`config.mk`:
```
export PLATFORM = sky130hd
export DESIGN_NAME = uart_rx_fifo_param
export DESIGN_NICKNAME = d
export VERILOG_FILES = /design/src/rtl/uart_rx_pkg.sv /design/src/rtl/uart_rx_idle_timer.sv /design/src/rtl/uart_rx_fifo_param.sv
export SDC_FILE = /design/constraint.sdc
export NUM_CORES = 1
export LEC_CHECK = 0
export ABC_AREA = 1
export ABC_CLOCK_PERIOD_IN_PS = 3830
export CAP_MARGIN = 5
export CORE_UTILIZATION = 55
export CTS_CLUSTER_DIAMETER = 200
export DETAILED_ROUTE_END_ITERATION = 10
export GPL_TIMING_DRIVEN = 1
export PLACE_DENSITY = 0.83
export SYNTH_ARGS = -nofsm -noshare
export SYNTH_HDL_FRONTEND = slang
export SYNTH_SLANG_ARGS = --single-unit
```
`constraint.sdc`:
```
create_clock -name clk_i -period 3.83 [get_ports clk_i]
set_input_delay 0.5745 -clock clk_i [delete_from_list [all_inputs] [get_ports clk_i]]
set_output_delay 0.5745 -clock clk_i [all_outputs]
set_load 0.005 [all_outputs]
```
`src/rtl/uart_rx_pkg.sv`:
```
// Shared types and default sizing for the UART receive buffer.
// Error tags are stored next to each frame so software sees which byte was bad.
package uart_rx_pkg;

  localparam int RX_DATA_W = 12;
  localparam int RX_DEPTH  = 32;
  localparam int PTR_W     = $clog2(RX_DEPTH);

  typedef struct packed {
    logic frame;
    logic parity;
  } rx_err_t;

  typedef struct packed {
    rx_err_t               err;
    logic [RX_DATA_W-1:0]  data;
  } rx_entry_t;

endpackage

```
`src/rtl/uart_rx_idle_timer.sv`:
```
// Character-timeout timer: counts idle cycles while data waits in the buffer
// and latches an IRQ until the next push, pop or flush.
module uart_rx_idle_timer
  import uart_rx_pkg::*;
#(
  parameter int TIMEOUT_W = 16
) (
  input  logic                 clk_i,
  input  logic                 rst_i,
  input  logic                 activity_i,
  input  logic                 empty_i,
  input  logic [TIMEOUT_W-1:0] timeout_cyc_i,
  output logic                 irq_o
);

  logic [TIMEOUT_W-1:0] cnt_q, cnt_d;
  logic                 irq_q, irq_d;

  // The IRQ is raised from the next count so it appears after exactly timeout_cyc_i idle edges.
  always_comb begin
    cnt_d = cnt_q;
    irq_d = irq_q;
    if (activity_i || empty_i) begin
      cnt_d = '0;
    end else if (cnt_q != '1) begin
      cnt_d = cnt_q + 1'b1;
    end
    if (activity_i) begin
      irq_d = 1'b0;
    end else if ((timeout_cyc_i != '0) && (cnt_d == timeout_cyc_i)) begin
      irq_d = 1'b1;
    end
  end

  always_ff @(posedge clk_i or posedge rst_i) begin
    if (rst_i) begin
      cnt_q <= '0;
      irq_q <= 1'b0;
    end else begin
      cnt_q <= cnt_d;
      irq_q <= irq_d;
    end
  end

  assign irq_o = irq_q;

endmodule

```
`src/rtl/uart_rx_fifo_param.sv`:
```
// UART receive buffer: DEPTH-entry circular FIFO of tagged frames, or a single
// holding register when FIFO mode is off. Provides status, overrun and IRQs.
module uart_rx_fifo_param
  import uart_rx_pkg::*;
#(
  parameter int DATA_W    = RX_DATA_W,
  parameter int DEPTH     = RX_DEPTH,
  parameter int TIMEOUT_W = 16
) (
  input  logic                     clk_i,
  input  logic                     rst_i,
  input  logic                     rx_en_i,
  input  logic                     fifo_en_i,
  input  logic                     flush_i,
  input  logic                     wr_valid_i,
  input  logic [DATA_W-1:0]        wr_data_i,
  input  logic [1:0]               wr_err_i,
  input  logic                     rd_req_i,
  output logic [DATA_W-1:0]        rd_data_o,
  output logic [1:0]               rd_err_o,
  output logic                     rd_valid_o,
  output logic [$clog2(DEPTH):0]   count_o,
  output logic                     empty_o,
  output logic                     full_o,
  output logic                     overrun_o,
  input  logic                     overrun_clr_i,
  input  logic [$clog2(DEPTH):0]   thresh_i,
  output logic                     thresh_irq_o,
  input  logic [TIMEOUT_W-1:0]     timeout_cyc_i,
  output logic                     timeout_irq_o
);

  localparam int AW = $clog2(DEPTH);
  localparam int CW = AW + 1;

  typedef struct packed {
    rx_err_t           err;
    logic [DATA_W-1:0] data;
  } entry_t;

  entry_t            mem_q [DEPTH];
  logic [AW-1:0]     wp_q, wp_d, rp_q, rp_d;
  logic [CW-1:0]     count_q, count_d, cap;
  logic [DATA_W-1:0] rd_data_q;
  logic [1:0]        rd_err_q;
  logic              rd_valid_q, overrun_q, overrun_d, fifo_en_q;
  logic              flush, empty, full, push, pop, push_ok, overrun_evt;

  // In bypass mode every pointer is pinned to entry 0.
  function automatic logic [AW-1:0] ptr_inc(input logic [AW-1:0] p, input logic fifo_mode);
    return fifo_mode ? AW'(p + 1'b1) : '0;
  endfunction

  assign flush       = flush_i | (fifo_en_i != fifo_en_q);
  assign cap         = fifo_en_q ? CW'(DEPTH) : CW'(1);
  assign empty       = (count_q == '0);
  assign full        = (count_q == cap);
  assign push        = wr_valid_i & rx_en_i & ~flush;
  assign pop         = rd_req_i & ~empty & ~flush;
  assign push_ok     = push & (~full | pop);
  assign overrun_evt = push & full & ~pop;

  always_comb begin
    wp_d      = wp_q;
    rp_d      = rp_q;
    count_d   = count_q;
    overrun_d = overrun_evt | (overrun_q & ~overrun_clr_i);
    if (flush) begin
      wp_d    = '0;
      rp_d    = '0;
      count_d = '0;
    end else begin
      if (push_ok) wp_d = ptr_inc(wp_q, fifo_en_q);
      if (pop)     rp_d = ptr_inc(rp_q, fifo_en_q);
      case ({push_ok, pop})
        2'b10:   count_d = count_q + 1'b1;
        2'b01:   count_d = count_q - 1'b1;
        default: count_d = count_q;
      endcase
    end
  end

  always_ff @(posedge clk_i or posedge rst_i) begin
    if (rst_i) begin
      wp_q       <= '0;
      rp_q       <= '0;
      count_q    <= '0;
      rd_data_q  <= '0;
      rd_err_q   <= '0;
      rd_valid_q <= 1'b0;
      overrun_q  <= 1'b0;
      fifo_en_q  <= 1'b1;
    end else begin
      wp_q       <= wp_d;
      rp_q       <= rp_d;
      count_q    <= count_d;
      overrun_q  <= overrun_d;
      fifo_en_q  <= fifo_en_i;
      rd_valid_q <= pop;
      if (pop) begin
        rd_data_q <= mem_q[rp_q].data;
        rd_err_q  <= mem_q[rp_q].err;
      end
    end
  end

  // Storage has no reset so it maps onto RAM.
  always_ff @(posedge clk_i) begin
    if (push_ok) mem_q[wp_q] <= {wr_err_i, wr_data_i};
  end

  uart_rx_idle_timer #(
    .TIMEOUT_W (TIMEOUT_W)
  ) u_idle_timer (
    .clk_i         (clk_i),
    .rst_i         (rst_i),
    .activity_i    (push_ok | pop | flush),
    .empty_i       (empty),
    .timeout_cyc_i (timeout_cyc_i),
    .irq_o         (timeout_irq_o)
  );

  assign rd_data_o    = rd_data_q;
  assign rd_err_o     = rd_err_q;
  assign rd_valid_o   = rd_valid_q;
  assign count_o      = count_q;
  assign empty_o      = empty;
  assign full_o       = full;
  assign overrun_o    = overrun_q;
  assign thresh_irq_o = (thresh_i != '0) && (count_q >= thresh_i);

endmodule

```
==> results of run 1 <==
## cells in the final DEF, fill, tap and decap left out, drive strengths merged
master,count
o21a,4
ha,16
a2111oi,1
buf,65
or2,4
o22ai,46
clkbuf,66
a211oi,1
dfrtp,49
inv,88
a21oi,4
o221ai,69
fa,1
nor2,270
clkinvlp,2
xor2,5
nand4,24
nand3,109
xnor2,3
clkdlybuf4s50,69
a21boi,1
dfstp,1
nand2,134
clkinv,17
o31ai,1
o211ai,43
o21ai,218
o32ai,3
mux2i,28
edfxtp,448
nor4,2
nor3,2
bufinv,1
## routing by layer
metal | share of wire [%] | routed length (um) | up-vias | track usage, %
li1 | - | - | 6366 | -
met3 | 13 | 6650 | 169 | 5.39
met1 | 37 | 19200 | 6911 | 36.7
met2 | 47 | 24600 | 1057 | 44.2
met5 | 0 | 0 | - | 0
met4 | 3.7 | 1950 | 0 | 10.7
## Yosys cell counts (3+ instances only)
| cell | number | share of area (%) |
|---|---|---|
| o21ai_0 | 214 | 5.1 |
| o21ai_1 | 3 | 0.072 |
| xor2_1 | 5 | 0.21 |
| mux2i_1 | 28 | 1.3 |
| nand2_1 | 131 | 2.4 |
| buf_2 | 10 | 0.24 |
| o21a_1 | 4 | 0.14 |
| nand2_2 | 3 | 0.090 |
| a21oi_1 | 3 | 0.072 |
| nor2_1 | 260 | 4.7 |
| inv_2 | 8 | 0.14 |
| o22ai_1 | 46 | 1.4 |
| nor2_4 | 3 | 0.16 |
| clkbuf_1 | 82 | 1.5 |
| nand3_1 | 97 | 2.3 |
| nand4_1 | 24 | 0.72 |
| buf_1 | 3 | 0.054 |
| buf_6 | 5 | 0.27 |
| o211ai_1 | 43 | 1.5 |
| or2_2 | 3 | 0.090 |
| xnor2_1 | 3 | 0.13 |
| o221ai_1 | 69 | 2.9 |
| dfrtp_1 | 49 | 5.9 |
| edfxtp_1 | 448 | 64 |
| inv_1 | 78 | 1.4 |
| nor2_2 | 5 | 0.15 |
| nand3_2 | 10 | 0.48 |
| ha_1 | 16 | 0.96 |
| o32ai_1 | 3 | 0.13 |
## critical path: stages (launching register included)
cell	delay, ns
dfrtp_1	0.45
inv_1	0.16
ha_1	0.32
inv_1	0.05
a21boi_0	0.07
o21a_1	0.17
o21a_1	0.16
o21a_1	0.16
o21a_1	0.17
o32ai_1	0.12
inv_1	0.07
clkdlybuf4s50_1	0.45
## stage by stage
stage | area [sq um] | setup WS [ns] | instances
detailed placement | 22300 | 0.336 | 2220
global placement | 22300 | 0.504 | 2220
finish | 23800 | 0.354 | 2306
floorplan | 20900 | 1.18 | 1676
CTS | 23800 | 0.363 | 2306
global route | 23800 | 0.207 | 2306
## where the power goes
group / internal (mW) / leakage, nW / switching (mW) / total [mW]
registers: 6.01 / 4.69 / 0.0673 / 6.07
clock network: 2.49 / 0.712 / 1.94 / 4.44
logic: 0.352 / 2.81 / 0.542 / 0.894
total: 8.85 / 8.21 / 2.55 / 11.4
## area by class of cell
type	count	area (sq um)	share of cell area [%]
clock buffer	66	1330	5.59
clock inverter	20	131	0.552
inverter	88	335	1.41
multi-input combinational	989	5420	22.8
sequential	498	14700	61.8
tap	511	639	2.69
timing repair buffer	134	1230	5.16
## how the worst max path moves through the flow
stage | to | slack [ns] | cells after the start
floorplan | count_o[5]$_DFFE_PP0P_ | 1.18 | 15
global placement | count_o[5]$_DFFE_PP0P_ | 0.50 | 16
detailed placement | count_o[5]$_DFFE_PP0P_ | 0.34 | 16
CTS | thresh_irq_o | 0.36 | 11
global route | thresh_irq_o | 0.21 | 11
finish | thresh_irq_o | 0.35 | 11
## state kept, by name, indices dropped and copies added (netlist names)
register and cells:
overrun_o 1, rd_valid_o 1, count_o 6, u_idle_timer.cnt_q 16, rd_err_o 2, rp_q 5
u_idle_timer.irq_o 1, mem_q 448, rd_data_o 12, fifo_en_q 1, wp_q 5
## kinds of logic (layout without fill, tap and decap cells)
| group | after synthesis | count (layout) | synth area share [%] |
|---|---|---|---|
| AO/OA/AOI/OAI | 391 | 391 | 11.7 |
| XOR/XNOR | 8 | 8 | 0.335 |
| adder cells (fa/ha/maj) | 17 | 17 | 1.05 |
| buffers and inverters | 189 | 308 | 3.69 |
| flip-flops | 498 | 498 | 70.4 |
| multiplexers | 28 | 28 | 1.34 |
| AND/OR/NAND/NOR | 545 | 545 | 11.5 |
==> metrics, run 1 <==
largest net degree at the start of global routing 227; slew margin rel. 18.8%; Area Overhead vs Synth 13.9%; DRT iter0 DRCs 2171; Setup crit start kind flip-flop; layout cell share with drive strength beyond 1 9.75%; clk buf depth 3; Ys Warns 0; Critical Path AT 2.90 ns; worst reg2reg setup slack 0.74 ns; Placement Rows 71; # H-tree levels 2; register bit total from synthesis 498; Core Util, Final 63.5%; syn_nets 1737; dpl hpwl 30900 um; GRT Util Overall 27.3%; Final Hold Slack 0.454 ns; Die H 197 um; ys async rst share 10.0%; Worst-Margin Slew 1.22 ns; width of the die 197 um; Max FO, Critical Path 5; register area share after synthesis 70.4%; leak pwr 8.21 nW; number of synthesized flops with an enable pin 448; ANT nets after route 0; Tcrit/Tclk final 90.7%; fillers 2670; GR Overflow Total 0; TritonRoute pass-1 iters 6; syn avg cell area 12.5 sq um; clk_lat worst skew 0.57 ns; prevailing post-synth register cell edfxtp_1; TritonCTS clock tree done; reg-to-reg endpoint count_o[5]$_DFFE_PP0P_; Max Clock Freq 0.288 GHz; # IOs 70; Yosys cell types 44; worst path required time 3.26 ns; # diodes 0; max-cap violations 0; initial antenna violation count 0; vias in the first global route 14.1k; Slew Limit Fails 0; total CTS buffers 48; buffer count from post-CTS setup fixing 0; Clock Skew 0.0160 ns; CTS Root Cell clkbuf_16; cts repair resizes 0; vias per cell 6.29; Starting Density 55.7%; Hold WC Path Type primary input to asynchronous set/reset pin; Overall Power 11.4 mW; worst vdd ir 0.323 mV; minimum clock period 3.48 ns; WL final 52400 um; Netlist Area Pre-Place 0.0209 sq mm; status finished clean; Placeable Area 0.0375 sq mm; Crit. End Element primary output; RSZ-0062 raised after global routing false; Die ar. 0.0388 sq mm; drt drc 0; count of buffers from port buffering 69; cts hold-fix bufs 0; worst r2r path cells 14; Final Wtd Congestion 0.886; PD cells 479 mW/mm^2; final hold violation count 0; CP Launch Point count_o[0]$_DFFE_PP0P_; routed via count 14.5k; first-pass GRT wire length 80300 um; WS Path Type flip-flop to primary output; final setup fails 0; Clock transition at path regs 0.06 ns; clock sink count 498; Cells after Synth 1676; r2r startpoint count_o[1]$_DFFE_PP0P_; nets@finish 1820; TNS Setup 0 ns; drt wl/cell 22.7 um
No activity file was read; power rests on OpenSTA's default activity.
==> inputs of run 2 (changes only) <==
--- a/config.mk
+++ b/config.mk
@@ -7,7 +7,8 @@
 export LEC_CHECK = 0
 export ABC_AREA = 1
 export ABC_CLOCK_PERIOD_IN_PS = 3830
-export CAP_MARGIN = 5
+export CAP_MARGIN = 40
+export CORE_MARGIN = 5
 export CORE_UTILIZATION = 55
 export CTS_CLUSTER_DIAMETER = 200
 export DETAILED_ROUTE_END_ITERATION = 10
==> run 2 against run 1 <==
Compared with the run above:
- via count decreased by 0.21%
- flip-flop and latch count unchanged
- register-to-register slack improved by 0.12 ns
- critical path depth unchanged
- sequential share of layout area decreased by 0.65 points
- clock power increased by 6.5%
- global-route usage decreased by 2.4 points
- critical path type unchanged
- critical endpoint unchanged
- largest cell class unchanged
- highest routed layer is now met5
==> metrics, run 2 (synthesis gave the netlist of run 1 again) <==
Max Clock Freq 0.290 GHz (was 0.288 GHz); cts repair resizes 0 (unchanged); Max FO, Critical Path 5 (unchanged); Worst-Margin Slew 0.842 ns (was 1.22 ns); buffer count from post-CTS setup fixing 0 (unchanged); cts hold-fix bufs 0 (unchanged); max-cap violations 0 (unchanged); Starting Density 55.6% (was 55.7%); Placeable Area 0.0376 sq mm (was 0.0375 sq mm); final hold violation count 0 (unchanged); dpl hpwl 30500 um (was 30900 um); initial antenna violation count 2 (was 0); vias in the first global route 14.5k (was 14.1k); CP Launch Point count_o[0]$_DFFE_PP0P_ (unchanged); layout cell share with drive strength beyond 1 9.89% (was 9.75%); clk_lat worst skew 0.59 ns (was 0.57 ns); r2r startpoint fifo_en_q$_DFF_PP1_ (was count_o[1]$_DFFE_PP0P_); status finished clean (unchanged); drt drc 0 (unchanged); Clock Skew 0.0359 ns (was 0.0160 ns); WL final 52700 um (was 52400 um); GRT Util Overall 24.9% (was 27.3%); minimum clock period 3.45 ns (was 3.48 ns); Critical Path AT 2.88 ns (was 2.90 ns); Final Hold Slack 0.265 ns (was 0.454 ns); Tcrit/Tclk final 90.2% (was 90.7%); vias per cell 6.26 (was 6.29); TritonCTS clock tree done (unchanged); area of the multi-input gates 0.00542 sq mm (unchanged); max reg flops 448 (unchanged); drt wl/cell 22.8 um (was 22.7 um); WS Path Type flip-flop to primary output (unchanged); count of buffers from port buffering 69 (unchanged); most frequent cells in the layout 448 x edfxtp_1, 260 x nor2_1, 214 x o21ai_0 (unchanged); TritonRoute pass-1 iters 6 (unchanged); Crit. End Element primary output (unchanged); # IOs 70 (unchanged); PD cells 486 mW/mm^2 (was 479 mW/mm^2); clk buf depth 3 (unchanged); GR Overflow Total 0 (unchanged); worst vdd ir 0.389 mV (was 0.323 mV); Area Overhead vs Synth 15.1% (was 13.9%); commonest non-fill, non-tap cell in the layout edfxtp_1 (unchanged); ANT nets after route 0 (unchanged); CTS Root Cell clkbuf_16 (unchanged); Storage cell area 0.0147 sq mm (unchanged); first-pass GRT wire length 81000 um (was 80300 um); total CTS buffers 49 (was 48); RSZ-0062 raised after global routing false (unchanged); largest reg by FF count mem_q (unchanged); TNS Setup 0 ns (unchanged); worst path required time 3.26 ns (about the same); Die ar. 0.0420 sq mm (was 0.0388 sq mm); Clock transition at path regs 0.06 ns (about the same); # H-tree levels 2 (unchanged); Setup crit start kind flip-flop (unchanged); Final Wtd Congestion 0.895 (was 0.886); largest net degree at the start of global routing 143 (was 227); clock sink count 498 (unchanged); routed via count 14.5k (about the same); fillers 2611 (was 2670); Slew Limit Fails 0 (unchanged); width of the die 205 um (was 197 um); final setup fails 0 (unchanged); leak pwr 8.30 nW (was 8.21 nW); Hold WC Path Type primary input to asynchronous set/reset pin (unchanged); slew margin rel. 43.8% (was 18.8%); nets@finish 1821 (was 1820); Placement Rows 71 (unchanged); Die H 205 um (was 197 um); DRT iter0 DRCs 2232 (was 2171)
-- run 2: cell count changes in the layout (fill, tap and decap cells not counted), moves of 2 or more --
cell	change
diode_2	+2
clkbuf_1	+3
buf_4	-14
bufinv_16	+3
clkinv_1	-2
buf_8	+12
-- run 2: metal layers --
layer / share of wire [%] / up-vias / GRT usage (%)
li1: - / 6370 / -
met1: 38 / 7064 / 33.8
met2: 47 / 888 / 40.0
met3: 11 / 148 / 5.87
met4: 3.4 / 2 / 8.85
met5: 0.015 / - / 0
-- run 2: area by class of cell --
| class | instances | area share [%] |
|---|---|---|
| antenna | 2 | 0.0208 |
| clock buffer | 69 | 5.58 |
| clock inverter | 21 | 1.02 |
| inverter | 88 | 1.39 |
| multi-input combinational | 989 | 22.5 |
| sequential | 498 | 61.2 |
| tap | 511 | 2.66 |
| timing repair buffer | 134 | 5.62 |
-- run 2: stage by stage --
step | instances | setup slack (ns) | total power, mW | util [%] | cell area (sq um)
floorplan | 1676 | 1.18 | 6.60 | - | 20900
global placement | 2206 | 0.526 | 7.01 | 59.2 | 22200
detailed placement | 2220 | 0.365 | 7.06 | 59.8 | 22500
CTS | 2310 | 0.368 | 11.7 | 64.0 | 24000
global route | 2310 | 0.198 | 12.1 | 64.0 | 24000
finish | 2312 | 0.377 | 11.7 | 64.0 | 24000
-- run 2: report_power, final --
part | internal, mW | switching (mW) | leakage (nW)
logic | 0.361 | 0.522 | 2.84
registers | 6.01 | 0.0834 | 4.69
clock network | 2.73 | 2.00 | 0.760
total | 9.09 | 2.60 | 8.30
-- run 2: critical path: stages (launching register included) --
cell	delay, ns
dfrtp_1	0.46
inv_1	0.16
ha_1	0.32
inv_1	0.06
a21boi_0	0.07
o21a_1	0.17
o21a_1	0.16
o21a_1	0.16
o21a_1	0.16
o32ai_1	0.10
inv_1	0.06
clkdlybuf4s50_1	0.44
-- run 2: path summary, 6_finish.rpt --
check,slack [ns],end,cells after the start
setup / recovery,0.38,thresh_irq_o,11
hold / removal,0.27,u_idle_timer.irq_o$_DFFE_PP0P_,2
setup reg to reg,0.86,count_o[5]$_DFFE_PP0P_,15
hold reg to reg,0.49,rd_data_o[4]$_DFFE_PP0N_,2
max in group asynchronous,2.78,fifo_en_q$_DFF_PP1_,4
min in group clk_i,0.49,rd_data_o[4]$_DFFE_PP0N_,2
==> inputs of run 3 (changes only) <==
--- a/config.mk
+++ b/config.mk
@@ -8,6 +8,7 @@
 export ABC_AREA = 1
 export ABC_CLOCK_PERIOD_IN_PS = 3830
 export CAP_MARGIN = 40
+export CORE_ASPECT_RATIO = 1.75
 export CORE_MARGIN = 5
 export CORE_UTILIZATION = 55
 export CTS_CLUSTER_DIAMETER = 200
==> run 3 against run 2 <==
Compared with the run above:
- sequential power about the same
- critical path type unchanged
- largest power group unchanged
- global-route usage increased by 0.089 points
- count of clock-buffer cells in the layout decreased by 21
- wire length increased by 0.85%
- sequential share of layout area increased by 0.76 points
- final area decreased by 1.2%
- maximum frequency decreased by 0.84%
==> metrics, run 3 (synthesis gave the netlist of run 1 again) <==
worst vdd ir 0.284 mV (was 0.389 mV); slew margin rel. 38.6% (was 43.8%); initial antenna violation count 1 (was 2); clk_lat worst skew 0.55 ns (was 0.59 ns); Clock transition at path regs 0.07 ns (was 0.06 ns); fillers 2591 (was 2611); layout cell share with drive strength beyond 1 10.4% (was 9.89%); clk buf depth 3 (unchanged); # IOs 70 (unchanged); GR Overflow Total 0 (unchanged); final setup fails 0 (unchanged); Crit. End Element primary output (unchanged); final hold violation count 0 (unchanged); crit-path cells inv_1, ha_1, inv_1, a21boi_0, o21a_1, o21a_1, o21a_1, o21a_1, o32ai_1, inv_1, clkdlybuf4s50_1 (unchanged); Max Clock Freq 0.287 GHz (was 0.290 GHz); CTS Root Cell clkbuf_16 (unchanged); TritonCTS clock tree done (unchanged); worst reg2reg setup slack 0.80 ns (was 0.86 ns); vias in the first global route 14.3k (was 14.5k); Placement Rows 94 (was 71); drt wl/cell 23.3 um (was 22.8 um); width of the die 157 um (was 205 um); ANT nets after route 0 (unchanged); TNS Setup 0 ns (unchanged); GRT Util Overall 25.0% (was 24.9%); commonest non-fill, non-tap cell in the layout edfxtp_1 (unchanged); vias per cell 6.35 (was 6.26); Setup crit start kind flip-flop (unchanged); total CTS buffers 41 (was 49); Critical Path Stages 11 (unchanged); Placeable Area 0.0376 sq mm (about the same); Die ar. 0.0421 sq mm (was 0.0420 sq mm); Area Overhead vs Synth 13.7% (was 15.1%); dpl hpwl 34200 um (was 30500 um); DRT iter0 DRCs 1839 (was 2232); max reg flops 448 (unchanged); first-pass GRT wire length 80100 um (was 81000 um); Crit path top cell by count o21a_1 (unchanged); leak pwr 8.21 nW (was 8.30 nW); Tcrit/Tclk final 90.9% (was 90.2%); largest reg by FF count mem_q (unchanged); reg-to-reg endpoint count_o[5]$_DFFE_PP0P_ (unchanged); TritonRoute pass-1 iters 5 (was 6); CP Capture Point thresh_irq_o (unchanged); # H-tree levels 2 (unchanged); WL final 53100 um (was 52700 um); CP Launch Point count_o[0]$_DFFE_PP0P_ (unchanged); Critical Path AT 2.91 ns (was 2.88 ns); CP peak stage delay 0.46 ns (about the same); most frequent cells in the layout 448 x edfxtp_1, 260 x nor2_1, 214 x o21ai_0 (unchanged); Hold WC Path Type primary input to asynchronous set/reset pin (unchanged); cts hold-fix bufs 0 (unchanged); worst r2r path cells 15 (unchanged); Worst-Margin Slew 0.921 ns (was 0.842 ns); Max FO, Critical Path 5 (unchanged); max-cap violations 0 (unchanged); RSZ-0062 raised after global routing false (unchanged); Clock Skew 0.0186 ns (was 0.0359 ns); status finished clean (unchanged); minimum clock period 3.48 ns (was 3.45 ns); routed via count 14.5k (about the same); buffer count from post-CTS setup fixing 0 (unchanged); Worst path slowest cell dfrtp_1 (unchanged); Final Wtd Congestion 0.925 (was 0.895); PD cells 464 mW/mm^2 (was 486 mW/mm^2); CP bufs+invs 4 (unchanged); Starting Density 55.5% (was 55.6%); Finished Cell Area 0.0238 sq mm (was 0.0240 sq mm); Storage cell area 0.0147 sq mm (unchanged); cts repair resizes 0 (unchanged); r2r startpoint fifo_en_q$_DFF_PP1_ (unchanged); Die H 268 um (was 205 um); worst path required time 3.26 ns (about the same); CP delay by family, top compound AO/OA/AOI/OAI gates (unchanged); nets@finish 1826 (was 1821); count of buffers from port buffering 69 (unchanged); area of the multi-input gates 0.00542 sq mm (unchanged); drt drc 0 (unchanged); area post-placement 0.0225 sq mm (about the same); Slew Limit Fails 0 (unchanged); clock sink count 498 (unchanged); WS Path Type flip-flop to primary output (unchanged); largest net degree at the start of global routing 148 (was 143)
run 3: changes by cell type in the layout (fill, tap and decap cells not counted), sizes merged:
cell	change
bufinv	-1
inv	+2
clkbuf	-21
clkinv	+2
clkinvlp	+1
buf	+13
diode	-1
run 3: layout make-up:
class	instances	area share [%]
flip-flops and latches	498	61.9
multi-input cells	989	22.8
repair buffers	147	5.96
clock buffers	48	4.43
well taps	480	2.53
inverters	88	1.40
clock inverters	25	0.922
diodes	1	0.0105
run 3: power breakdown:
group / total (mW) / internal [mW] / switching (mW)
sequential: 6.10 / 6.00 / 0.0932
combinational: 0.888 / 0.365 / 0.523
clock: 4.04 / 2.19 / 1.85
total: 11.0 / 8.56 / 2.46
run 3: worst min-delay path by stage:
stage                                     endpoint  slack [ns]  cells past startpoint
after floorplan           rd_data_o[2]$_DFFE_PP0N_        0.47                      2
after global placement    rd_data_o[4]$_DFFE_PP0N_        0.48                      2
after detailed placement  rd_data_o[4]$_DFFE_PP0N_        0.48                      2
after CTS                      wp_q[2]$_DFFE_PP0P_        0.44                      2
after global routing           wp_q[2]$_DFFE_PP0P_        0.50                      2
final                          wp_q[2]$_DFFE_PP0P_        0.44                      2
run 3: per-stage QoR:
step	total power, mW	setup slack (ns)	hold WS [ns]	util, %	cells
final	11.0	0.348	0.443	63.1	2276
after global placement	7.04	0.475	0.483	59.2	2190
after floorplan	6.60	1.18	0.473	-	1676
after CTS	11.0	0.327	0.435	63.1	2275
after detailed placement	7.09	0.298	0.478	59.7	2202
after global routing	11.4	0.187	0.496	63.1	2276
run 3: layer usage:
metal  wire length (um)  vias to the layer above  global-route usage (%)  part of all wire [%]
li1                   -                     6377                       -                     -
met3               4090                      190                    2.84                   7.7
met1              17600                     7025                    28.4                    33
met4               3860                        0                    16.3                   7.3
met2              27600                      863                    44.3                    52
met5                  0                        -                       0                     0
